[src/rtl/m_reg.sv]
// ----------------------------------------------------------------------------
// m_reg : multiplicand (M) register of the Booth multiplier datapath.
//
// Captures the multiplicand from the input bus when the controller issues
// LOAD and holds it otherwise. Both M and -M are presented to the adder/
// subtractor stage, so the add-M and subtract-M Booth steps need no extra
// logic there.
//
// Ports
//   clk    : system clock, all state updates on the rising edge
//   rst    : synchronous active-high reset (priority over ctrl)
//   in     : multiplicand data to capture
//   ctrl   : 1 = LOAD (capture in), 0 = HOLD
//   o      : registered multiplicand M
//   o_neg  : two's-complement negation of o, combinational from o only
//   loaded : high once a LOAD has occurred since the last reset
// ----------------------------------------------------------------------------
module m_reg #(
  parameter int WIDTH = 4
) (
  input  logic             clk,
  input  logic             rst,
  input  logic [WIDTH-1:0] in,
  input  logic             ctrl,
  output logic [WIDTH-1:0] o,
  output logic [WIDTH-1:0] o_neg,
  output logic             loaded
);

  localparam logic [WIDTH-1:0] ZERO = {WIDTH{1'b0}};
  localparam logic [WIDTH-1:0] ONE  = {{(WIDTH-1){1'b0}}, 1'b1};

  // Two's-complement negation truncated to WIDTH bits. The most negative
  // value maps onto itself; no overflow indication is produced.
  function automatic logic [WIDTH-1:0] twos_neg(input logic [WIDTH-1:0] v);
    return (~v) + ONE;
  endfunction

  logic [WIDTH-1:0] m_r;
  logic [WIDTH-1:0] m_next_s;
  logic             loaded_r;
  logic             loaded_next_s;

  // Next-state selection: capture on LOAD, otherwise recirculate.
  always_comb begin
    m_next_s      = m_r;
    loaded_next_s = loaded_r;
    if (ctrl) begin
      m_next_s      = in;
      loaded_next_s = 1'b1;
    end else begin
      m_next_s      = m_r;
      loaded_next_s = loaded_r;
    end
  end

  // State register; reset wins over LOAD on the same edge.
  always_ff @(posedge clk) begin
    if (rst) begin
      m_r      <= ZERO;
      loaded_r <= 1'b0;
    end else begin
      m_r      <= m_next_s;
      loaded_r <= loaded_next_s;
    end
  end

  // o_neg depends only on registered state, so input activity between edges
  // cannot reach any output.
  assign o      = m_r;
  assign o_neg  = twos_neg(m_r);
  assign loaded = loaded_r;

endmodule

[config.mk]
export PLATFORM = sky130hd
export DESIGN_NAME = m_reg
export DESIGN_NICKNAME = d
export VERILOG_FILES = /design/src/rtl/m_reg.sv
export SDC_FILE = /design/constraint.sdc
export NUM_CORES = 1
export LEC_CHECK = 0
export ABC_AREA = 1
export BUFFER_PORTS_ARGS = -buffer_cell sky130_fd_sc_hd__buf_2
export CAP_MARGIN = 10
export CORE_AREA = 2 2 39 41
export DETAILED_ROUTE_END_ITERATION = 6
export DIE_AREA = 0 0 41 43
export PLACE_DENSITY = 0.46
export SLEW_MARGIN = 25
export SYNTH_ARGS = -nofsm -noshare
export SYNTH_HDL_FRONTEND = slang
export SYNTH_SLANG_ARGS = --single-unit
[constraint.sdc]
create_clock -name clk -period 1.3 [get_ports clk]
set_input_delay 0.325 -clock clk [delete_from_list [all_inputs] [get_ports clk]]
set_output_delay 0.325 -clock clk [all_outputs]
set_load 0.01 [all_outputs]
# --- After elaboration in Yosys (flattened, before gate mapping) ---
# Index checks and enable logic that the tools add are counted.
op_classes:
  bitwise: 1
  add_sub_neg: 1
op_table:
  columns: ["operator", "count"]
  rows:
  - ["$add 4x1->4 const B", 1]
  - ["$not 4->4", 1]
totals:
  register_bits: 5
  in_bits: 7

# --- Longest topological paths before layout ---
# Gate-level depths: netlist of the first run.
logic_depth:
  depth_word: 2
  mapped_depth: 4
  depth_no_buf: 4

# --- Worst setup path after synthesis of the first run ---
# OpenSTA, ideal clock, no wires.
synth_path:
  path_type: "flip-flop to output port"
  start: "register m_r[0] (netlist: o[0])"
  end: "output o_neg[2]"
  arrival_ns: 0.894
  n_path_buf: 0
  path_slack_ns: 0.081
  stages_incl_launch_ff: 4
  path_cell_list: "dfxtp_1 -> inv_1 -> ha_1 -> xnor2_1"
synth_via:
  elab_chain_len: 2
synth_rtl:
  columns: ["element", "line", "source"]
  rows:
  - ["start, declared", "39", "logic [WIDTH-1:0] m_r;"]
  - ["start signal, assigned", "63", "m_r <= m_next_s;"]
  - ["$not 4->4", "36", "return (~v) + ONE;"]
  - ["$add 4x1->4", "36", null]
  - ["end, declared", "26", "output logic [WIDTH-1:0] o_neg,"]
# No other way between the ends.

# --- Final worst setup path of the first run ---
# Ends and elaborated chain as after synthesis.

==> flow_summary.json, run 1 <==
{
  "drive_gt1_share_pct": 53.8,
  "fin_crit_sh_pct": 104,
  "layout_common_cells": "buf_2, nand2_1, a21oi_1",
  "fin_skew_ps": 0,
  "cp_cell_sequence": "inv_2, ha_4, xnor2_2, buf_2",
  "syn_avg_cell_area_um2": 7.04,
  "violations": "negative setup slack",
  "crit_path_end": "o_neg[2]",
  "totalWireLength_um": 532,
  "clock_path_buffers": 2,
  "route.antenna.remaining_nets": 0,
  "clk_pin_slew_worst_paths_ps": 40,
  "rr_endpoint": "o[0]",
  "synth.distinct_cells": 9,
  "clock.fmax_ghz": 0.740,
  "hold_violations": 0,
  "initialDrtViolationCount": 1,
  "cts.sink_count": 5,
  "fin_ws_ps": -51.0,
  "slew_headroom_pct": 91.7,
  "num_rows": 14,
  "drv_slew": 0,
  "final_common_cell": "buf_2",
  "synth_nets": 40,
  "end_kind": "primary output",
  "clk_latency_ps": 240,
  "path_delay_family": "flip-flops",
  "p_leak_nw": 0.202,
  "path_max_fanout": 3,
  "grt_pass1_vias": 230,
  "dpl_worst_slack_ps": 112,
  "yosys_warnings": 0,
  "min_period_ps": 1350,
  "min_path_type": "in2reg",
  "max_cap_viol_count": 0,
  "setup_viol": 1,
  "synth_seq_area_share_pct": 44.4,
  "crit_slowest_cell": "dfxtp_2",
  "dpl.cell_count": 63,
  "critical_path.startpoint": "o[0]",
  "multi_input_area_um2": 121,
  "cts_tree": "done",
  "seq_area_um2": 104,
  "max_stage_delay_ps": 340,
  "grt.total_usage_pct": 7.22,
  "r2r-start": "o[0]",
  "ys_ff_latch": 5,
  "cts_buffers": 3,
  "powerDensity_nw_per_um2": 1140,
  "ir_drop_mv": 0.319,
  "ios": 16,
  "min_from": "rst",
  "io_buffers": 15,
  "dieArea_um2": 1760,
  "status": "finished with violations",
  "antenna_found_initial": 0,
  "grt_pass1_wl_um": 869,
  "cts-root-buf": "clkbuf_4",
  "wl_per_cell_um": 7.82,
  "tightest_slew_ps": 125,
  "start_util_pct": 16.3,
  "gp_congestion": 0.672,
  "grt_overflow_total": 0,
  "worst-setup-path-type": "reg2out",
  "finish.cell_count_without_fillers": 68,
  "vias": 248,
  "cp.required_ps": 980,
  "viasPerCell": 3.65,
  "cp.depth": 4,
  "fill_cells": 164,
  "cts_htree_levels": 1,
  "diodes": 0,
  "tns_ps": -51.0,
  "die_y_um": 43,
  "rsz0062_at_grt": "true",
  "start_kind": "register",
  "drc": 0,
  "synth_area_um2": 225,
  "reg2reg_depth": 3,
  "critPathBufInv": 2,
  "area_growth_pct": 71.7,
  "first_pass_iters": 3,
  "reg2reg_slack_ps": 600,
  "arrival_ps": 1030,
  "grt_start_max_net_pins": 7,
  "nets": 61,
  "die-width_um": 41,
  "core_area_um2": 1380,
  "postCtsHoldBufs": 0,
  "synth_cells": 32
}
==> timing repair <==
| item | 4_1_cts | 5_1_grt |
|---|---|---|
| setup buffers | 1 | 0 |
| endpoints found under the setup margin | 3 | 3 |
| gates resized for setup | 7 | 3 |
| pin swaps | 2 | 2 |
==> metal layers <==
metal	global-route usage, %	vias to the layer above	wire, um
li1	-	137	-
met4	4.00	0	0
met3	3.14	0	39
met5	0	-	0
met1	9.62	101	253
met2	9.38	10	240
==> synthesized netlist by cell type (all sizes together) <==
| master | number | area, um2 |
|---|---|---|
| xnor2 | 1 | 8.76 |
| ha | 1 | 12.5 |
| inv | 5 | 18.8 |
| nor2 | 3 | 11.3 |
| a21oi | 4 | 20.0 |
| nand2 | 11 | 41.3 |
| dfxtp | 5 | 100 |
| nand3 | 1 | 5.00 |
| buf | 1 | 7.51 |
==> worst register-to-register path: cells and delay by family (launching register included) <==
| family | cells | cell delay (ps) |
|---|---|---|
| DFF | 1 | 340 |
| buffers and inverters | 1 | 120 |
| AOI/OAI and AO/OA | 1 | 120 |
| and+or+nand+nor | 1 | 50 |
==> where the power goes <==
part	total [mW]	switching (mW)	internal, mW
sequential	0.173	0.00847	0.164
combinational	0.0942	0.0446	0.0496
clock	0.175	0.0591	0.116
==> per-stage QoR <==
step | util [%] | instance area (um2) | total power, mW | hold WS (ps)
2_1_floorplan | - | 225 | 0.215 | 394
3_3_place_gp | 23.1 | 320 | 0.252 | 467
3_5_place_dp | 23.1 | 320 | 0.252 | 468
4_1_cts | 27.1 | 375 | 0.448 | 298
5_1_grt | 27.9 | 387 | 0.477 | 313
6_report | 27.9 | 387 | 0.442 | 304
==> logic make-up (layout without fill, tap and decap cells) <==
family	count (synthesis)	count (layout)	synth area share (%)
AO/OA/AOI/OAI	4	4	8.89
XOR/XNOR	1	1	3.89
adder cells (fa/ha/maj)	1	1	5.55
buffers and inverters	6	26	11.7
flip-flops	5	5	44.4
AND/OR/NAND/NOR	15	15	25.6
==> worst min-delay path by stage <==
stage,cells after the start,to,slack [ps]
finish,2,o[2],300
global route,2,o[3],310
CTS,2,o[1],300
detailed placement,2,loaded,470
global placement,2,loaded,470
floorplan,1,o[0],390
==> sequential cells by signal, indices dropped and copies added (netlist names) <==
| name | flops |
|---|---|
| o | 4 |
| loaded | 1 |
==> area by class of cell <==
| cell class | count | area share (%) |
|---|---|---|
| clock buffer | 4 | 6.80 |
| multi-input combinational | 21 | 31.4 |
| timing repair buffer | 17 | 24.9 |
| tap | 16 | 5.18 |
| inverter | 5 | 4.85 |
| sequential | 5 | 26.9 |
Power figures use the tool's default switching activity.
==> inputs of run 2 (changes only) <==
--- a/config.mk
+++ b/config.mk
@@ -11,6 +11,7 @@
 export CORE_AREA = 2 2 39 41
 export DETAILED_ROUTE_END_ITERATION = 6
 export DIE_AREA = 0 0 41 43
+export GPL_ROUTABILITY_DRIVEN = 0
 export PLACE_DENSITY = 0.46
 export SLEW_MARGIN = 25
 export SYNTH_ARGS = -nofsm -noshare
==> constraint.sdc (replaced) <==
create_clock -name clk -period 1.4 [get_ports clk]
set_input_delay 0.35 -clock clk [delete_from_list [all_inputs] [get_ports clk]]
set_output_delay 0.35 -clock clk [all_outputs]
set_load 0.01 [all_outputs]
==> flow_summary.json, run 2 (same netlist as run 1, synthesis figures left out) <==
{
  "min_path_type": "in2reg",
  "first_pass_iters": 4,
  "antenna_found_initial": 0,
  "powerDensity_nw_per_um2": 1060,
  "tns_ps": 0,
  "reg2reg_slack_ps": 610,
  "cts_htree_levels": 1,
  "hpwl_um": 428,
  "grt_start_max_net_pins": 7,
  "clock_path_buffers": 2,
  "layout_common_cells": "buf_2, nand2_1, a21oi_1",
  "p_leak_nw": 0.206,
  "diodes": 0,
  "grt_overflow_total": 0,
  "fill_cells": 165,
  "wl_per_cell_um": 8.29,
  "rr_endpoint": "o[0]",
  "dr_wl_met2_um": 256,
  "clk_latency_ps": 240,
  "nets": 62,
  "die_y_um": 43,
  "fin_ws_ps": 22.1,
  "end_kind": "primary output",
  "cts-root-buf": "clkbuf_4",
  "start_util_pct": 16.3,
  "largest_register_ffs": 4,
  "io_buffers": 15,
  "grt.total_usage_pct": 7.85,
  "num_rows": 14,
  "routed.top_layer": "met3",
  "worstHoldPathCells": 2,
  "final_common_cell": "buf_2",
  "grt_pass1_wl_um": 924,
  "totalWireLength_um": 572,
  "clock.fmax_ghz": 0.726,
  "cts.sink_count": 5,
  "cts_buffers": 3,
  "cts_tree": "done",
  "drc": 0,
  "fin_skew_ps": 0,
  "worst-setup-path-type": "reg2out",
  "drv_slew": 0,
  "fin_crit_sh_pct": 98.4,
  "rsz0062_at_grt": "true",
  "max_cap_viol_count": 0,
  "area_growth_pct": 72.2,
  "drt-met1-wl_um": 260,
  "path_max_fanout": 3,
  "tightest_slew_ps": 138,
  "viasPerCell": 3.71,
  "min_period_ps": 1380,
  "dieArea_um2": 1760,
  "grt_pass1_vias": 241,
  "ir_drop_mv": 0.389,
  "dpl_worst_slack_ps": 155,
  "setup_viol": 0,
  "slew_headroom_pct": 90.8,
  "route.met3.wl_um": 55,
  "clk_pin_slew_worst_paths_ps": 40,
  "route.antenna.remaining_nets": 0,
  "drive_gt1_share_pct": 54.7,
  "status": "complete, no violations",
  "hold-path-endpoint": "o[0]",
  "hold_violations": 0,
  "start_kind": "register",
  "vias": 256,
  "core_area_um2": 1380,
  "die-width_um": 41,
  "reg2reg_depth": 4,
  "initialDrtViolationCount": 7,
  "arrival_ps": 1030,
  "min_from": "rst",
  "r2r-start": "o[0]",
  "cp.required_ps": 1050,
  "ios": 16
}
[run 2: changes by cell type in the layout (fill, tap and decap cells not counted)]
cell   previous run  this run
buf_6             1         0
buf_2            14        15
buf_4             2         3
[run 2: where the power goes]
part	switching [mW]	internal, mW
logic	0.0415	0.0432
clock network	0.0577	0.108
registers	0.00805	0.152
total	0.107	0.303
[run 2: how the worst max path moves through the flow]
stage          start  endpoint  slack [ps]  cells after the start
2_1_floorplan   o[0]  o_neg[2]         160                      3
5_1_grt         o[1]  o_neg[2]         -40                      4
6_report        o[0]  o_neg[2]          20                      4
3_5_place_dp    o[0]  o_neg[2]         150                      4
3_3_place_gp    o[0]  o_neg[2]         190                      4
4_1_cts         o[0]  o_neg[2]          -1                      4
[run 2: per-stage QoR]
| step | area, um2 | std cells | hold slack [ps] | util [%] | total power, mW |
|---|---|---|---|---|---|
| 3_5_place_dp | 313 | 62 | 466 | 22.6 | 0.232 |
| 4_1_cts | 369 | 68 | 318 | 26.7 | 0.411 |
| 2_1_floorplan | 225 | 32 | 419 | - | 0.199 |
| 5_1_grt | 388 | 69 | 327 | 28.0 | 0.437 |
| 3_3_place_gp | 313 | 62 | 461 | 22.6 | 0.232 |
| 6_report | 388 | 69 | 330 | 28.0 | 0.411 |
[run 2: what timing repair did]
item	CTS	global route
setup endpoints to repair	2	2
buffers inserted	2	1
hold buffers	0	0
pin swaps	2	2
gates resized for setup	6	3
[run 2: layout make-up]
cell class	instances	area [um2]	share of cell area, %
flip-flops and latches	5	104	26.8
multi-input cells	21	121	31.3
repair buffers	18	97.6	25.2
inverters	5	18.8	4.84
well taps	16	20.0	5.16
clock buffers	4	26.3	6.77
[run 2: routing by layer]
layer,global-route usage (%),up-vias
li1,-,137
met1,9.39,109
met2,10.3,10
met3,5.24,0
met4,4.00,0
met5,0,-
[run 2: critical path, stage by stage (launching register included)]
cell	delay, ps
dfxtp_2	340
inv_2	50
ha_4	150
xnor2_2	110
buf_2	130
